$ cat src/rtl/diff_freq_serial_in_pkg.sv
// Shared types and derived timing constants for the differential-frequency serial receiver.
package diff_freq_pkg;

  typedef enum logic [2:0] {
    IDLE,
    MEASURE,
    SEND_D,
    WAIT_D,
    SEND_F,
    WAIT_F
  } state_t;

  localparam logic LOW_SPEED  = 1'b0;
  localparam logic HIGH_SPEED = 1'b1;

  localparam int unsigned DEF_TICK_10K_HZ = 1000;
  localparam int unsigned DEF_TICK_20K_HZ = 500;
  localparam int unsigned DEF_TOL         = 50;

  function automatic int unsigned min_p(input int unsigned tick_20k, input int unsigned tol);
    return tick_20k - tol;
  endfunction

  function automatic int unsigned max_p(input int unsigned tick_10k, input int unsigned tol);
    return tick_10k + tol;
  endfunction

  function automatic int unsigned thresh(input int unsigned tick_10k, input int unsigned tick_20k);
    return (tick_10k + tick_20k) / 2;
  endfunction

  function automatic int unsigned sample_pt(input int unsigned tick_20k);
    return tick_20k / 2;
  endfunction

  function automatic int unsigned timeout_cnt(input int unsigned tick_10k);
    return 2 * tick_10k;
  endfunction

  localparam int unsigned MIN_P   = min_p(DEF_TICK_20K_HZ, DEF_TOL);
  localparam int unsigned MAX_P   = max_p(DEF_TICK_10K_HZ, DEF_TOL);
  localparam int unsigned THRESH  = thresh(DEF_TICK_10K_HZ, DEF_TICK_20K_HZ);
  localparam int unsigned SAMPLE  = sample_pt(DEF_TICK_20K_HZ);
  localparam int unsigned TIMEOUT = timeout_cnt(DEF_TICK_10K_HZ);

endpackage

$ cat src/rtl/diff_freq_serial_in_if.sv
// UART TX byte handshake between the receiver and the host-side transmitter.
interface diff_freq_serial_in_if;
  logic       o_tx_start;
  logic [7:0] o_tx_data;
  logic       i_tx_done_tick;

  modport master (output o_tx_start, output o_tx_data, input i_tx_done_tick);
  modport slave  (input o_tx_start, input o_tx_data, output i_tx_done_tick);
endinterface

$ cat src/rtl/diff_freq_serial_in_bit_period_meter.sv
// Bit period counter: restarts on each bit strobe, samples the line mid-bit and classifies the period.
module bit_period_meter
  import diff_freq_pkg::*;
#(
  parameter int unsigned TICK_10K_HZ = DEF_TICK_10K_HZ,
  parameter int unsigned TICK_20K_HZ = DEF_TICK_20K_HZ,
  parameter int unsigned TOL         = DEF_TOL,
  parameter int unsigned CNT_BIT     = 11
) (
  input  logic clk,
  input  logic rst,
  input  logic restart,
  input  logic run,
  input  logic serial,
  output logic bit_val,
  output logic bit_fast,
  output logic period_bad,
  output logic timeout
);

  localparam logic [CNT_BIT-1:0] C_MIN     = CNT_BIT'(min_p(TICK_20K_HZ, TOL));
  localparam logic [CNT_BIT-1:0] C_MAX     = CNT_BIT'(max_p(TICK_10K_HZ, TOL));
  localparam logic [CNT_BIT-1:0] C_THRESH  = CNT_BIT'(thresh(TICK_10K_HZ, TICK_20K_HZ));
  localparam logic [CNT_BIT-1:0] C_SAMPLE  = CNT_BIT'(sample_pt(TICK_20K_HZ));
  localparam logic [CNT_BIT-1:0] C_TIMEOUT = CNT_BIT'(timeout_cnt(TICK_10K_HZ));

  logic [CNT_BIT-1:0] cnt;

  // Saturates at the timeout value so a stalled line can never wrap into a valid period.
  always_ff @(posedge clk) begin
    if (rst) begin
      cnt     <= '0;
      bit_val <= 1'b0;
    end else begin
      if (restart)
        cnt <= CNT_BIT'(1);
      else if (!run)
        cnt <= '0;
      else if (cnt != C_TIMEOUT)
        cnt <= cnt + 1'b1;
      if (cnt == C_SAMPLE)
        bit_val <= serial;
    end
  end

  assign bit_fast   = (cnt < C_THRESH);
  assign period_bad = (cnt < C_MIN) || (cnt > C_MAX);
  assign timeout    = run && (cnt == C_TIMEOUT);

endmodule

$ cat src/rtl/diff_freq_serial_in.sv
// Frame decoder for the differential-frequency link: collects bits, then sends {data, freq} over UART TX.
module diff_freq_serial_in
  import diff_freq_pkg::*;
#(
  parameter int unsigned DATA_BIT    = 8,
  parameter int unsigned TICK_10K_HZ = DEF_TICK_10K_HZ,
  parameter int unsigned TICK_20K_HZ = DEF_TICK_20K_HZ,
  parameter int unsigned TOL         = DEF_TOL,
  parameter int unsigned CNT_BIT     = 11
) (
  input  logic                  clk,
  input  logic                  rst,
  input  logic                  i_serial,
  input  logic                  i_bit_tick,
  input  logic                  i_done_tick,
  diff_freq_serial_in_if.master tx,
  output logic [DATA_BIT-1:0]   o_data,
  output logic [DATA_BIT-1:0]   o_freq,
  output logic                  o_frame_tick,
  output logic                  o_err
);

  localparam int unsigned      IDX_W = (DATA_BIT > 1) ? $clog2(DATA_BIT) : 1;
  localparam logic [IDX_W-1:0] LAST  = IDX_W'(DATA_BIT - 1);

  state_t             state;
  logic [IDX_W-1:0]   bit_idx;
  logic [DATA_BIT-1:0] data_sr, freq_sr, data_nxt, freq_nxt;
  logic               bit_val, bit_fast, period_bad, timeout;
  logic               run, restart, strobe, close_err;

  assign run    = (state == MEASURE);
  assign strobe = i_bit_tick || i_done_tick;
  // Done wins over a simultaneous bit tick; the bit count check flips with the strobe type.
  assign close_err = period_bad || (i_done_tick ? (bit_idx != LAST) : (bit_idx == LAST));
  assign restart   = i_bit_tick &&
                     ((state == IDLE) || (run && !i_done_tick && !close_err));

  bit_period_meter #(
    .TICK_10K_HZ (TICK_10K_HZ),
    .TICK_20K_HZ (TICK_20K_HZ),
    .TOL         (TOL),
    .CNT_BIT     (CNT_BIT)
  ) u_meter (
    .clk        (clk),
    .rst        (rst),
    .restart    (restart),
    .run        (run),
    .serial     (i_serial),
    .bit_val    (bit_val),
    .bit_fast   (bit_fast),
    .period_bad (period_bad),
    .timeout    (timeout)
  );

  always_comb begin
    data_nxt          = data_sr;
    freq_nxt          = freq_sr;
    data_nxt[bit_idx] = bit_val;
    freq_nxt[bit_idx] = bit_fast ? HIGH_SPEED : LOW_SPEED;
  end

  always_ff @(posedge clk) begin
    if (rst) begin
      state         <= IDLE;
      bit_idx       <= '0;
      data_sr       <= '0;
      freq_sr       <= '0;
      o_data        <= '0;
      o_freq        <= '0;
      o_frame_tick  <= 1'b0;
      o_err         <= 1'b0;
      tx.o_tx_start <= 1'b0;
      tx.o_tx_data  <= '0;
    end else begin
      o_frame_tick  <= 1'b0;
      o_err         <= 1'b0;
      tx.o_tx_start <= 1'b0;
      case (state)
        IDLE: begin
          if (i_bit_tick) begin
            bit_idx <= '0;
            state   <= MEASURE;
          end
        end
        MEASURE: begin
          if (strobe) begin
            data_sr <= data_nxt;
            freq_sr <= freq_nxt;
            if (close_err) begin
              o_err <= 1'b1;
              state <= IDLE;
            end else if (i_done_tick) begin
              o_data       <= data_nxt;
              o_freq       <= freq_nxt;
              o_frame_tick <= 1'b1;
              state        <= SEND_D;
            end else begin
              bit_idx <= bit_idx + 1'b1;
            end
          end else if (timeout) begin
            o_err <= 1'b1;
            state <= IDLE;
          end
        end
        SEND_D: begin
          tx.o_tx_start <= 1'b1;
          tx.o_tx_data  <= 8'(o_data);
          state         <= WAIT_D;
        end
        WAIT_D: begin
          if (tx.i_tx_done_tick)
            state <= SEND_F;
        end
        SEND_F: begin
          tx.o_tx_start <= 1'b1;
          tx.o_tx_data  <= 8'(o_freq);
          state         <= WAIT_F;
        end
        WAIT_F: begin
          if (tx.i_tx_done_tick)
            state <= IDLE;
        end
        default: state <= IDLE;
      endcase
    end
  end

endmodule
$ cat src/flat_wrapper.sv
// flat-port wrapper written by rule: the top's interface ports become plain ports
module diff_freq_serial_in_flat import diff_freq_pkg::*;
#(
  parameter int unsigned DATA_BIT    = 8,
  parameter int unsigned TICK_10K_HZ = DEF_TICK_10K_HZ,
  parameter int unsigned TICK_20K_HZ = DEF_TICK_20K_HZ,
  parameter int unsigned TOL         = DEF_TOL,
  parameter int unsigned CNT_BIT     = 11
)
  (clk, rst, i_serial, i_bit_tick, i_done_tick, o_data, o_freq, o_frame_tick, o_err, tx_o_tx_start, tx_o_tx_data, tx_i_tx_done_tick);
  diff_freq_serial_in_if tx_i ();
  input  logic clk;
  input  logic rst;
  input  logic i_serial;
  input  logic i_bit_tick;
  input  logic i_done_tick;
  output logic [DATA_BIT-1:0] o_data;
  output logic [DATA_BIT-1:0] o_freq;
  output logic o_frame_tick;
  output logic o_err;
  output wire logic [$bits(tx_i.o_tx_start)-1:0] tx_o_tx_start;
  output wire logic [$bits(tx_i.o_tx_data)-1:0] tx_o_tx_data;
  input wire logic [$bits(tx_i.i_tx_done_tick)-1:0] tx_i_tx_done_tick;
  assign tx_o_tx_start = tx_i.o_tx_start;
  assign tx_o_tx_data = tx_i.o_tx_data;
  assign tx_i.i_tx_done_tick = tx_i_tx_done_tick;
  diff_freq_serial_in #(.DATA_BIT(DATA_BIT), .TICK_10K_HZ(TICK_10K_HZ), .TICK_20K_HZ(TICK_20K_HZ), .TOL(TOL), .CNT_BIT(CNT_BIT)) u_core (.clk(clk), .rst(rst), .i_serial(i_serial), .i_bit_tick(i_bit_tick), .i_done_tick(i_done_tick), .tx(tx_i), .o_data(o_data), .o_freq(o_freq), .o_frame_tick(o_frame_tick), .o_err(o_err));
endmodule
$ cat config.mk
export PLATFORM = sky130hd
export DESIGN_NAME = diff_freq_serial_in_flat
export DESIGN_NICKNAME = d
export VERILOG_FILES = /design/src/rtl/diff_freq_serial_in_pkg.sv /design/src/rtl/diff_freq_serial_in_if.sv /design/src/rtl/diff_freq_serial_in_bit_period_meter.sv /design/src/rtl/diff_freq_serial_in.sv /design/src/flat_wrapper.sv
export SDC_FILE = /design/constraint.sdc
export NUM_CORES = 1
export LEC_CHECK = 0
export BUFFER_PORTS_ARGS = -buffer_cell sky130_fd_sc_hd__buf_2
export CORE_MARGIN = 10
export CORE_UTILIZATION = 25
export CTS_BUF_LIST = sky130_fd_sc_hd__clkbuf_4
export CTS_CLUSTER_DIAMETER = 60
export DETAILED_ROUTE_END_ITERATION = 8
export SLEW_MARGIN = 20
export SYNTH_ARGS = -nofsm -noshare
export SYNTH_HDL_FRONTEND = slang
export SYNTH_SLANG_ARGS = --single-unit
$ cat constraint.sdc
create_clock -name clk -period 2.2 [get_ports clk]
set_input_delay 0.44 -clock clk [delete_from_list [all_inputs] [get_ports clk]]
set_output_delay 0.44 -clock clk [all_outputs]
set_load 0.05 [all_outputs]
**Word-level counts from Yosys, hierarchy flattened**

Index checks and enable logic that the tools add are counted.

- $add $sub $neg: 2
- Magnitude comparators: 5
- Equality and inequality tests: 19
- Muxes and demuxes: 28
- Bitwise logic cells: 3
- Reduce and logical (&&, ||, !) cells: 22

Operator list:

| kind | count |
|---|---|
| $mux 3 | 11 |
| $pmux 3 s6 | 1 |
| $bwmux 8 | 2 |
| $pmux 8 s2 | 1 |
| $ne 2x2->1 const B | 6 |
| $add 11x1->11 const B | 1 |
| $eq 11x11->1 const B | 1 |
| $eq 11x8->1 const B | 1 |
| $gt 11x11->1 const B | 1 |
| $lt 11x10->1 const B | 1 |
| $lt 11x9->1 const B | 1 |
| $mux 1 | 11 |
| $ne 11x11->1 const B | 1 |
| $reduce_and 5->1 | 2 |
| $eq 3x3->1 const B | 3 |
| $eq 3x2->1 const B | 2 |
| $ne 3x3->1 const B | 2 |
| $pmux 3 s2 | 1 |
| $logic_and 1x1->1 | 5 |
| $logic_or 1x1->1 | 4 |
| $lt 3x4->1 const B | 1 |
| $ne 4x4->1 const B | 1 |
| $reduce_and 4->1 | 1 |
| $reduce_bool 2->1 | 2 |
| other kinds (12) | 16 |

- Flip-flop bits (word level): 61
- Input bits: 6

**Logic depth before layout (Yosys ltp)**

- Depth after elaboration: 8
- Mapped depth: 8
- Gate-level depth less buffers: 7

**Cells and area by module**

A second synthesis with hierarchy kept.

- Cells, all modules: 337
- Area, all modules: 3026.7 um^2

By module, submodules not included:

| module | instances | cells each | area an instance (um^2) |
|---|---|---|---|
| diff_freq_serial_in | 1 | 246 | 2296.0 |
| bit_period_meter | 1 | 91 | 730.7 |

**Worst setup path after synthesis**

OpenSTA, ideal clock, no wires.

- Path type: register to register
- From: register u_core.state[2]
- To: register u_core.o_freq[4]
- Library setup time: 0.081 ns
- Arrival time: 1.703 ns
- Data required time: 2.119 ns
- Setup slack: 0.416 ns
- Cell stages (with the launch flop): 8
- Buffers on the path: 2
- Cell sequence: dfxtp_1 > buf_2 > or3b_4 > a2111o_1 > a21oi_4 > buf_6 > nor2_2 > a211oi_2

- Word-level cells in the longest chain between the ends: 2

RTL lines:

| item | RTL line | RTL |
|---|---|---|
| start, declared | diff_freq_serial_in.sv:26 | `state_t state;` |
| start signal, assigned | diff_freq_serial_in.sv:65 | `state <= IDLE;` |
| start signal, assigned | diff_freq_serial_in.sv:83 | `state <= MEASURE;` |
| start signal, assigned | diff_freq_serial_in.sv:92 | `state <= IDLE;` |
| $eq 3x1->1 | diff_freq_serial_in.sv:79 | `case (state)` |
| $reduce_and 4->1 (no line) | -- |  |
| end signal, assigned | diff_freq_serial_in.sv:95 | `o_freq <= freq_nxt;` |
| end, declared | diff_freq_serial_in.sv:18 | `output logic [DATA_BIT-1:0] o_freq,` |

No other way between the ends.
A chain may end at the register's enable or synchronous reset.

**Worst setup path in the final report**

- From: register u_core.state[0]
- To: register u_core.o_freq[1]

The elaborated chain is that of the path after synthesis.

==> summary.txt <==
Status
  – Status: complete, no violations

Cells and area
  – Post-Layout Cell Count: 523
  – Share of layout cells above drive strength 1: 21.7%
  – Area growth syn-to-layout: 14.7%
  – Finished Cell Area: 3370 um2
  – Final net count: 384
  – Core Util, Final: 29.4%

STA
  – Worst setup margin: 246 ps
  – Period utilization: 88.8%
  – Hold Violations, Final: 0
  – Final setup viols: 0
  – Hold WS: 285 ps
  – Max_slew headroom: 56.7%
  – Peak Freq: 512 MHz
  – Min cycle time layout: 1950 ps
  – Clock skew: 21.0 ps
  – Setup TNS: 0 ps
  – RSZ-0062 raised after global routing: no
  – Slew Viols, Final: 0
  – Worst-Margin Slew: 648 ps

Clocking
  – Hold Buf Count CTS: 0
  – Clk Latency, worst-skew pair: 420 ps
  – Clk buf depth: 2
  – Clk root buf: clkbuf_4
  – H-tree depth: 3
  – Number of clock sinks: 61
  – CTS Buf Count: 9
  – CTS tree: built
  – Setup Fix Bufs, Post-CTS: 0
  – Post-CTS Resized: 0
  – Clk slew on worst S/H paths: 100 ps

Worst setup path
  – Crit Path Class: reg2reg
  – Reg2reg path depth: 6
  – CP Launch Type: flip-flop
  – CP Launch Point: u_core.state[0]
  – CP Data Arrival Time: 2270 ps
  – Crit. End Element: flip-flop
  – Max FO, Critical Path: 33
  – Worst R2R End: u_core.o_freq[1]
  – CP endpoint: u_core.o_freq[1]
  – Reg-to-reg setup timing slack: 250 ps
  – Req. time, crit path: 2520 ps
  – RR Startpoint: u_core.state[0]
  – Crit path max-delay cell type: dfxtp_1
  – Crit path largest cell delay: 440 ps
  – Crit-path cells: or3b_4, a2111o_1, a21oi_4, buf_12, nor2_1, a311oi_1

Logic synthesis
  – Post-Syn Nets: 357
  – Ys async rst share: 0%
  – Post-synthesis register bit count: 61
  – Yosys top cell area share: 41.6%
  – Area leader, netlist: dfxtp_1
  – Synth top area cells: dfxtp_1 42%, mux2i_1 6.5%, nor2_1 6.1%, a211oi_2 5.5%, nand2_1 5.4%
  – Most frequent cells after synthesis: 61 x dfxtp_1, 48 x nor2_1, 42 x nand2_1
  – Yosys cell types: 47
  – Post-Synthesis Cells: 346
  – Yosys Warn Count: 0
  – Post-synth EDFFs: 0
  – Average size of a mapped cell: 8.49 um2
  – Mapped Area: 2940 um2
  – Top-count cell post-synth: dfxtp_1
  – Commonest register cell after synthesis: dfxtp_1
  – Register area share after synthesis: 41.6%

Pwr
  – Pwr per Cell Area: 562 nW/um2
  – Leak: 1.24 nW
  – Peak VDD IR: 189 uV
  – Clock power frac: 36.8%
  – Sw frac: 27.7%
  – Combinational share of power: 4.2%
  – Tot Pwr: 1.89 mW
  – Reg power frac: 59.0%
  – Internal power: 1.37 mW
  – Psw: 0.524 mW

Min path
  – Worst hold path startpoint: i_serial
  – HP Class: in2reg
  – Hold depth: 3

Die
  – Die area: 16500 um2
  – Height of the die: 128 um
  – Core area: 11500 um2
  – # rows: 39
  – Die width: 128 um
  – Initial Util: 25.6%
  – Ports: 33

GRT
  – Largest net degree at the start of global routing: 34
  – Global-route met3 utilization: 2.71%
  – First-pass GRT wire length: 11.4 mm
  – Initial antenna violation count: 2
  – Total GRT Usage: 8.42%
  – GR peak layer: met2
  – Vias in the first global route: 2419
  – GR Util met1: 9.88%
  – Remaining Overflow, GRT: 0
  – Met2 usage: 13.2%

Drt
  – Total Routed Length: 6.83 mm
  – DRT Pass-1 Iters: 4
  – DR iter-0 viols: 188
  – Antenna-violating nets left: 0
  – Residual DRC count: 0
  – Vias/cell: 4.77
  – Routed len/inst: 13.1 um
  – Via Count: 2497

Place
  – Detail Placement HPWL: 4.80 mm
  – IO buf count: 32
  – Post-Place Setup Slack: 257 ps
  – GP Congestion: 0.763
  – Placed instance area: 3240 um2
  – Post-Place Cells: 505

Run
  – Max-cap viol count: 0
-- critical path, delay by kind of cell (launching register included) --
kind / cells / cell delay [ps]
DFF: 1 / 440
and+or+nand+nor: 2 / 500
buffers and inverters: 1 / 210
AOI/OAI and AO/OA: 3 / 720
-- layout make-up --
| cell class | instances | area, um2 |
|---|---|---|
| fillers | 1220 | 8100 |
| multi-input cells | 253 | 1570 |
| clock buffers | 9 | 67.6 |
| repair buffers | 44 | 263 |
| inverters | 4 | 15.0 |
| flip-flops and latches | 61 | 1220 |
| clock inverters | 7 | 51.3 |
| well taps | 143 | 179 |
| diodes | 2 | 5.00 |
-- logic make-up after synthesis --
family                     synth area share, %
DFF                                       41.6
and+or+nand+nor                           20.2
xor gates and xnor gates                  2.98
AOI/OAI and AO/OA                         21.6
muxes                                     6.48
adders and majority gates                 2.13
buffers and inverters                     5.07
-- power by group through the flow --
stage / clock [mW] / combinational [mW] / sequential, mW
2_1_floorplan: 0 / 0.0583 / 1.14
3_3_place_gp: 0 / 0.0791 / 1.14
3_5_place_dp: 0 / 0.0809 / 1.14
4_1_cts: 0.728 / 0.0810 / 1.12
5_1_grt: 0.780 / 0.0901 / 1.12
6_report: 0.696 / 0.0795 / 1.12
-- worst min-delay path by stage --
stage                                         to  slack (ps)
after floorplan                 u_core.o_freq[1]         450
after global placement    u_core.tx.o_tx_data[4]         440
after detailed placement  u_core.tx.o_tx_data[7]         450
after CTS                 u_core.u_meter.bit_val         270
after global routing      u_core.u_meter.bit_val         300
final                     u_core.u_meter.bit_val         290
-- flip-flops by register name, indices dropped and copies added, names as in the netlist --
| register | count |
|---|---|
| u_core.bit_idx | 3 |
| u_core.data_sr | 8 |
| u_core.freq_sr | 8 |
| u_core.o_data | 8 |
| u_core.o_err | 1 |
| u_core.o_frame_tick | 1 |
| u_core.o_freq | 8 |
| u_core.state | 3 |
| u_core.tx.o_tx_data | 8 |
| u_core.tx.o_tx_start | 1 |
| u_core.u_meter.bit_val | 1 |
| u_core.u_meter.cnt | 11 |
-- placed cells by master (no fill, tap or decap), types with 6 or more instances in the layout --
cell	netlist	final
dfxtp_1	61	61
nor2_1	48	48
buf_4	2	11
a22oi_1	6	6
nand3_1	10	10
buf_2	5	32
a211oi_2	13	13
a21oi_1	31	31
o21ai_0	16	16
clkbuf_4	0	9
mux2i_1	19	19
nor3_1	6	6
nand2_1	42	42
-- metal layers --
metal  wire [um]  vias to the layer above
met5           0                        -
li1            -                     1271
met1        3120                     1169
met2        3140                       43
met4         217                        0
met3         352                       14
Note: power is estimated with default switching activity, not from simulation.
